`src/rtl/pim_seq_pkg.sv`:
```
// Shared types and constants for the PIM row sequencer: FSM states, array
// command codes, row-select codes, memory opcodes and per-opcode step counts.
package pim_seq_pkg;

   typedef enum logic [2:0] {
      ST_IDLE,
      ST_POP,
      ST_LOAD,
      ST_ISSUE,
      ST_RETIRE
   } state_t;

   typedef enum logic [1:0] {
      CMD_ACT_A = 2'd0,
      CMD_ACT_B = 2'd1,
      CMD_EVAL  = 2'd2,
      CMD_INIT  = 2'd3
   } arr_cmd_t;

   // Which captured address feeds arr_row for a given step.
   typedef enum logic [1:0] {
      SEL_DEST = 2'd0,
      SEL_SRC1 = 2'd1,
      SEL_SRC2 = 2'd2
   } row_sel_t;

   localparam logic [1:0] OP_NOP   = 2'd0;
   localparam logic [1:0] OP_LOGIC = 2'd1;
   localparam logic [1:0] OP_INIT  = 2'd2;
   localparam logic [1:0] OP_COPY  = 2'd3;

   localparam logic [1:0] STEPS_NOP   = 2'd0;
   localparam logic [1:0] STEPS_LOGIC = 2'd3;
   localparam logic [1:0] STEPS_INIT  = 2'd1;
   localparam logic [1:0] STEPS_COPY  = 2'd2;

   // Number of array commands an opcode expands into.
   function automatic logic [1:0] op_steps(input logic [1:0] op);
      case (op)
         OP_LOGIC: op_steps = STEPS_LOGIC;
         OP_INIT:  op_steps = STEPS_INIT;
         OP_COPY:  op_steps = STEPS_COPY;
         default:  op_steps = STEPS_NOP;
      endcase
   endfunction

endpackage

```
`src/rtl/pim_cmd_rom.sv`:
```
// Combinational expansion table: (opcode, step) -> array command, which
// captured row feeds it, and whether this is the final step of the opcode.
module pim_cmd_rom
   import pim_seq_pkg::*;
(
   input  logic [1:0] op,
   input  logic [1:0] step,
   output logic [1:0] cmd,
   output logic [1:0] row_sel,
   output logic       last
);

   // Table lookup; NOP never reaches ISSUE so its entry is don't-care.
   always_comb begin
      cmd     = CMD_ACT_A;
      row_sel = SEL_DEST;
      last    = ((step + 2'd1) == op_steps(op));
      case (op)
         OP_LOGIC: begin
            case (step)
               2'd0: begin cmd = CMD_ACT_A; row_sel = SEL_SRC1; end
               2'd1: begin cmd = CMD_ACT_B; row_sel = SEL_SRC2; end
               default: begin cmd = CMD_EVAL; row_sel = SEL_DEST; end
            endcase
         end
         OP_INIT: begin
            cmd     = CMD_INIT;
            row_sel = SEL_DEST;
         end
         OP_COPY: begin
            if (step == 2'd0) begin
               cmd     = CMD_ACT_A;
               row_sel = SEL_SRC1;
            end else begin
               cmd     = CMD_EVAL;
               row_sel = SEL_DEST;
            end
         end
         default: begin
            cmd     = CMD_ACT_A;
            row_sel = SEL_DEST;
         end
      endcase
   end

endmodule

```
`src/rtl/pim_row_sequencer.sv`:
```
// PIM row sequencer: pops decoded entries from the address/op FIFOs and
// expands each into single-row commands on the crossbar-array port.
// Optional statistics counters are built when PIM_SEQ_STATS_EN is defined.
module pim_row_sequencer
   import pim_seq_pkg::*;
#(
   parameter int ADDR_W = 10,
   parameter int CNT_W  = 16
) (
   input  logic              clk,
   input  logic              reset,
   input  logic              fifo_empty,
   input  logic [ADDR_W-1:0] dest_addr,
   input  logic [ADDR_W-1:0] src1_addr,
   input  logic [ADDR_W-1:0] src2_addr,
   input  logic [1:0]        mem_op,
   output logic              read,
   output logic              arr_valid,
   input  logic              arr_ready,
   output logic [1:0]        arr_cmd,
   output logic [ADDR_W-1:0] arr_row,
   output logic              busy,
   output logic              op_done
`ifdef PIM_SEQ_STATS_EN
   ,
   output logic [CNT_W-1:0]  ops_retired,
   output logic [CNT_W-1:0]  stall_cycles
`endif
);

   state_t            state_reg, state_next;
   logic              read_reg, read_next;
   logic [ADDR_W-1:0] dest_reg, src1_reg, src2_reg;
   logic [1:0]        op_reg;
   logic [1:0]        step_reg;
   logic [1:0]        rom_cmd;
   logic [1:0]        rom_sel;
   logic              rom_last;
   logic [ADDR_W-1:0] row_mux;
   logic              handshake;

   pim_cmd_rom u_rom (
      .op      (op_reg),
      .step    (step_reg),
      .cmd     (rom_cmd),
      .row_sel (rom_sel),
      .last    (rom_last)
   );

   assign handshake = (state_reg == ST_ISSUE) && arr_ready;

   // State and the registered pop strobe (read lands in the POP cycle).
   always_ff @(posedge clk or posedge reset) begin
      if (reset) begin
         state_reg <= ST_IDLE;
         read_reg  <= 1'b0;
      end else begin
         state_reg <= state_next;
         read_reg  <= read_next;
      end
   end

   // Capture the FIFO entry in LOAD and advance the step on each accepted command.
   always_ff @(posedge clk or posedge reset) begin
      if (reset) begin
         dest_reg <= '0;
         src1_reg <= '0;
         src2_reg <= '0;
         op_reg   <= OP_NOP;
         step_reg <= 2'd0;
      end else if (state_reg == ST_LOAD) begin
         dest_reg <= dest_addr;
         src1_reg <= src1_addr;
         src2_reg <= src2_addr;
         op_reg   <= mem_op;
         step_reg <= 2'd0;
      end else if (handshake) begin
         step_reg <= step_reg + 2'd1;
      end
   end

   // Next-state logic; fifo_empty only matters in IDLE and RETIRE.
   always_comb begin
      state_next = state_reg;
      read_next  = 1'b0;
      case (state_reg)
         ST_IDLE: begin
            if (!fifo_empty) begin
               read_next  = 1'b1;
               state_next = ST_POP;
            end
         end
         ST_POP:   state_next = ST_LOAD;
         ST_LOAD:  state_next = (mem_op == OP_NOP) ? ST_RETIRE : ST_ISSUE;
         ST_ISSUE: begin
            if (arr_ready && rom_last) state_next = ST_RETIRE;
         end
         ST_RETIRE: begin
            if (!fifo_empty) begin
               read_next  = 1'b1;
               state_next = ST_POP;
            end else begin
               state_next = ST_IDLE;
            end
         end
         default: state_next = ST_IDLE;
      endcase
   end

   // Select the captured row named by the ROM for the current step.
   always_comb begin
      row_mux = dest_reg;
      case (rom_sel)
         SEL_SRC1: row_mux = src1_reg;
         SEL_SRC2: row_mux = src2_reg;
         default:  row_mux = dest_reg;
      endcase
   end

   // Command outputs derive from the state register so reset clears them at once.
   assign read      = read_reg;
   assign busy      = (state_reg != ST_IDLE);
   assign op_done   = (state_reg == ST_RETIRE);
   assign arr_valid = (state_reg == ST_ISSUE);
   assign arr_cmd   = arr_valid ? rom_cmd : 2'd0;
   assign arr_row   = arr_valid ? row_mux : '0;

`ifdef PIM_SEQ_STATS_EN
   logic [CNT_W-1:0] ops_reg, stall_reg;

   // Saturating retired-entry and array-stall counters.
   always_ff @(posedge clk or posedge reset) begin
      if (reset) begin
         ops_reg   <= '0;
         stall_reg <= '0;
      end else begin
         if ((state_reg == ST_RETIRE) && (op_reg != OP_NOP) && (ops_reg != '1))
            ops_reg <= ops_reg + CNT_W'(1);
         if ((state_reg == ST_ISSUE) && !arr_ready && (stall_reg != '1))
            stall_reg <= stall_reg + CNT_W'(1);
      end
   end

   assign ops_retired  = ops_reg;
   assign stall_cycles = stall_reg;
`else
   logic unused_cnt_w;
   assign unused_cnt_w = ^CNT_W;
`endif

endmodule

```
`config.mk`:
```
export PLATFORM = sky130hd
export DESIGN_NAME = pim_row_sequencer
export DESIGN_NICKNAME = d
export VERILOG_FILES = /design/src/rtl/pim_seq_pkg.sv /design/src/rtl/pim_cmd_rom.sv /design/src/rtl/pim_row_sequencer.sv
export SDC_FILE = /design/constraint.sdc
export NUM_CORES = 1
export LEC_CHECK = 0
export ABC_AREA = 1
export ABC_CLOCK_PERIOD_IN_PS = 1800
export CORE_MARGIN = 1.5
export CORE_UTILIZATION = 30
export DETAILED_ROUTE_END_ITERATION = 12
export GPL_TIMING_DRIVEN = 0
export HOLD_SLACK_MARGIN = 0.02
export SETUP_SLACK_MARGIN = 0.02
export SYNTH_ARGS = -nofsm -noshare
export SYNTH_HDL_FRONTEND = slang
export SYNTH_SLANG_ARGS = --single-unit
```
`constraint.sdc`:
```
create_clock -name clk -period 1.8 [get_ports clk]
set_clock_uncertainty 0.1 [all_clocks]
set_input_delay 0.27 -clock clk [delete_from_list [all_inputs] [get_ports clk]]
set_output_delay 0.27 -clock clk [all_outputs]
set_load 0.01 [all_outputs]
```
==> results.tsv, run 1 <==
metric	value	unit
status	finished with violations	
violations	setup timing	
die_area	7020	µm²
end_kind	primary output	
final_common_cell	nand2_1	
crit_arrival	1.92	ns
cap_viol_max_count	0	
synth_nets	301	
instances_no_fill	413	
synth_cell_types	20	
core	6310	µm²
grt_antenna_before_repair	0	
multi_input_area	1090	µm²
clk_pin_slew_worst_paths	0.08	ns
hold_path.class	input pin to async pin	
synth.avg_cell_area	7.68	µm²
viasPerCell	4.68	
rows	29	
grtUsageTotal	16.9	%
rsz0062_at_grt	yes	
final-max-slew-violation-count	0	
ir_worst_vdd	0.772	mV
hpwl	3500	µm
ys_ff_latch	38	
ant_nets	0	
syn_to_final_growth	57.6	%
ys_seq_area_share	48.6	%
power	5.41	mW
worst-setup-path-type	flop to primary output	
fin_ws	-0.490	ns
drc_errors	0	
die_w	83.8	µm
grt_max_degree	39	
drtIter0Drc	93	
crit_family	buffers and inverters	
grt_pass1_wl	9320	µm
initial_core_util	31.0	%
synth_cells	255	
syn_area	1960	µm²
cts-buffers-inserted	5	
drt-pass1-iter-count	4	
io_pins	52	
drive_gt1_share	31.3	%
cts_tree	yes	
timing.fmax	437	MHz
regArea	952	µm²
fp.dieH	83.8	µm
num_vias	1931	
portBuffers	51	
crit_chain	inv_2 -> ha_4 -> inv_2 -> o22ai_4 -> ha_4 -> clkbuf_16 -> a21oi_2 -> a21oi_2 -> buf_2	
cts_buffer_depth	2	
clock_latency	0.29	ns
htreeDepth	2	
mostFrequentLayoutCells	110 x nand2_1, 37 x dfrtp_1, 36 x clkdlybuf4s50_1	
fin_crit	2.29	ns
hold_viol_final	0	
routed_wl	5500	µm
fin_crit_sh	127	%
grt_pass1_vias	1979	
cts_hold_buf	0	
final_area	3090	µm²
grt-ovfl-total	0	
worst_slew_pin_slew	0.799	ns
power-per-cell-area	1750	nW/µm²
clock-root-buffer	clkbuf_8	
crit_slowest_cell	dfrtp_1	
max-slew-margin-rel	46.6	%
yosys_warnings	0	
crit_buf_inv	4	
path_max_fanout	5	
clock_sinks	38	
critPathLaunchType	flop	
finalSetupViolations	13	
required	1.43	ns
globalplace.congestion	0.789	
post_drt_wl_per_cell	13.3	µm
diodes	0	
slowest_delay	0.39	ns
p_leak	1.49	nW
fillers	648	
dp_cells	383	
nNetsFinal	381	
placed_area	2690	µm²
## synth_stat cells (all sizes together)
cell,n,area (µm²)
nor3,1,5.00
nor2,14,67.6
buf,9,56.3
a21oi,24,120
o21ai,18,90.1
nand3,5,25.0
inv,20,75.1
dfrtp,38,951
nand2,113,427
ha,10,125
o22ai,1,6.26
nand4,1,6.26
clkbuf,1,3.75
## kinds of logic after synthesis
logic type / count (synthesis) / share of synthesized area (%)
adders and majority gates: 10 / 6.39
and+or+nand+nor: 134 / 27.1
DFF: 38 / 48.6
buffers and inverters: 30 / 6.90
AOI/OAI and AO/OA: 43 / 11.1
## cell type report
class | instances | share of cell area [%]
flip-flops and latches | 38 | 30.8
clock inverters | 2 | 0.405
multi-input cells | 187 | 35.5
clock buffers | 6 | 2.68
plain buffers | 9 | 2.76
inverters | 20 | 2.59
repair buffers | 74 | 22.1
well taps | 77 | 3.12
## routing by layer
metal | track usage (%) | up-vias | wire (µm)
li1 | - | 965 | -
met3 | 3.56 | 8 | 197
met4 | 6.11 | 0 | 98
met5 | 0 | - | 0
met1 | 21.5 | 909 | 2450
met2 | 28.3 | 49 | 2750
## stage by stage
step	hold WS, ns	worst slack [ns]	util (%)	setup TNS [ns]
floorplan	0.236	-0.0272	-	-0.272
global placement	0.362	-0.714	42.5	-19.98
detailed placement	0.365	-0.728	42.5	-7.40
CTS	0.387	-0.527	48.2	-5.65
global route	0.402	-0.584	48.9	-6.18
finish	0.353	-0.490	48.9	-4.99
## final timing paths
kind | start | endpoint | slack (ns) | depth (start not counted)
max reg2reg | state_reg[1]$_DFFE_PP0P_ | step_reg[1]$_DFFE_PP0P_ | 0.07 | 12
max | step_reg[0]$_DFFE_PP0P_ | arr_row[4] | -0.49 | 9
max in group asynchronous | reset | op_reg[0]$_DFFE_PP0N_ | 0.69 | 2
min | reset | state_reg[2]$_DFFE_PP0P_ | 0.35 | 2
min in group clk | src1_reg[7]$_DFFE_PP0N_ | src1_reg[7]$_DFFE_PP0N_ | 0.39 | 2
min reg2reg | src1_reg[7]$_DFFE_PP0N_ | src1_reg[7]$_DFFE_PP0N_ | 0.39 | 2
## worst register-to-register path, cell delays in order (launching register included)
cell and delay (ns):
dfrtp_1 0.38, inv_2 0.06, nor2_4 0.13, inv_2 0.06, buf_6 0.11, buf_6 0.10
buf_4 0.12, buf_4 0.12, buf_4 0.12, buf_4 0.13, nor2_4 0.10, nand3_1 0.07
o21ai_0 0.07
## what timing repair did
action                     in CTS  in global routing
buffers inserted               20                  4
setup endpoints to repair      15                 16
gates resized for setup        85                 10
pin swaps                       9                  8
gates cloned                    2                  0
## power breakdown
group / switching [mW] / internal (mW)
Clock: 0.321 / 0.308
Sequential: 0.278 / 1.27
Combinational: 1.73 / 1.51
No activity file was read; power rests on OpenSTA's default activity.
==> run 2, diff against run 1 <==
--- a/config.mk
+++ b/config.mk
@@ -10,6 +10,7 @@
 export CORE_MARGIN = 1.5
 export CORE_UTILIZATION = 30
 export DETAILED_ROUTE_END_ITERATION = 12
+export GPL_ROUTABILITY_DRIVEN = 0
 export GPL_TIMING_DRIVEN = 0
 export HOLD_SLACK_MARGIN = 0.02
 export SETUP_SLACK_MARGIN = 0.02
==> results of run 2 <==
Final layout, timing and power as in run 1 (identical DEF).
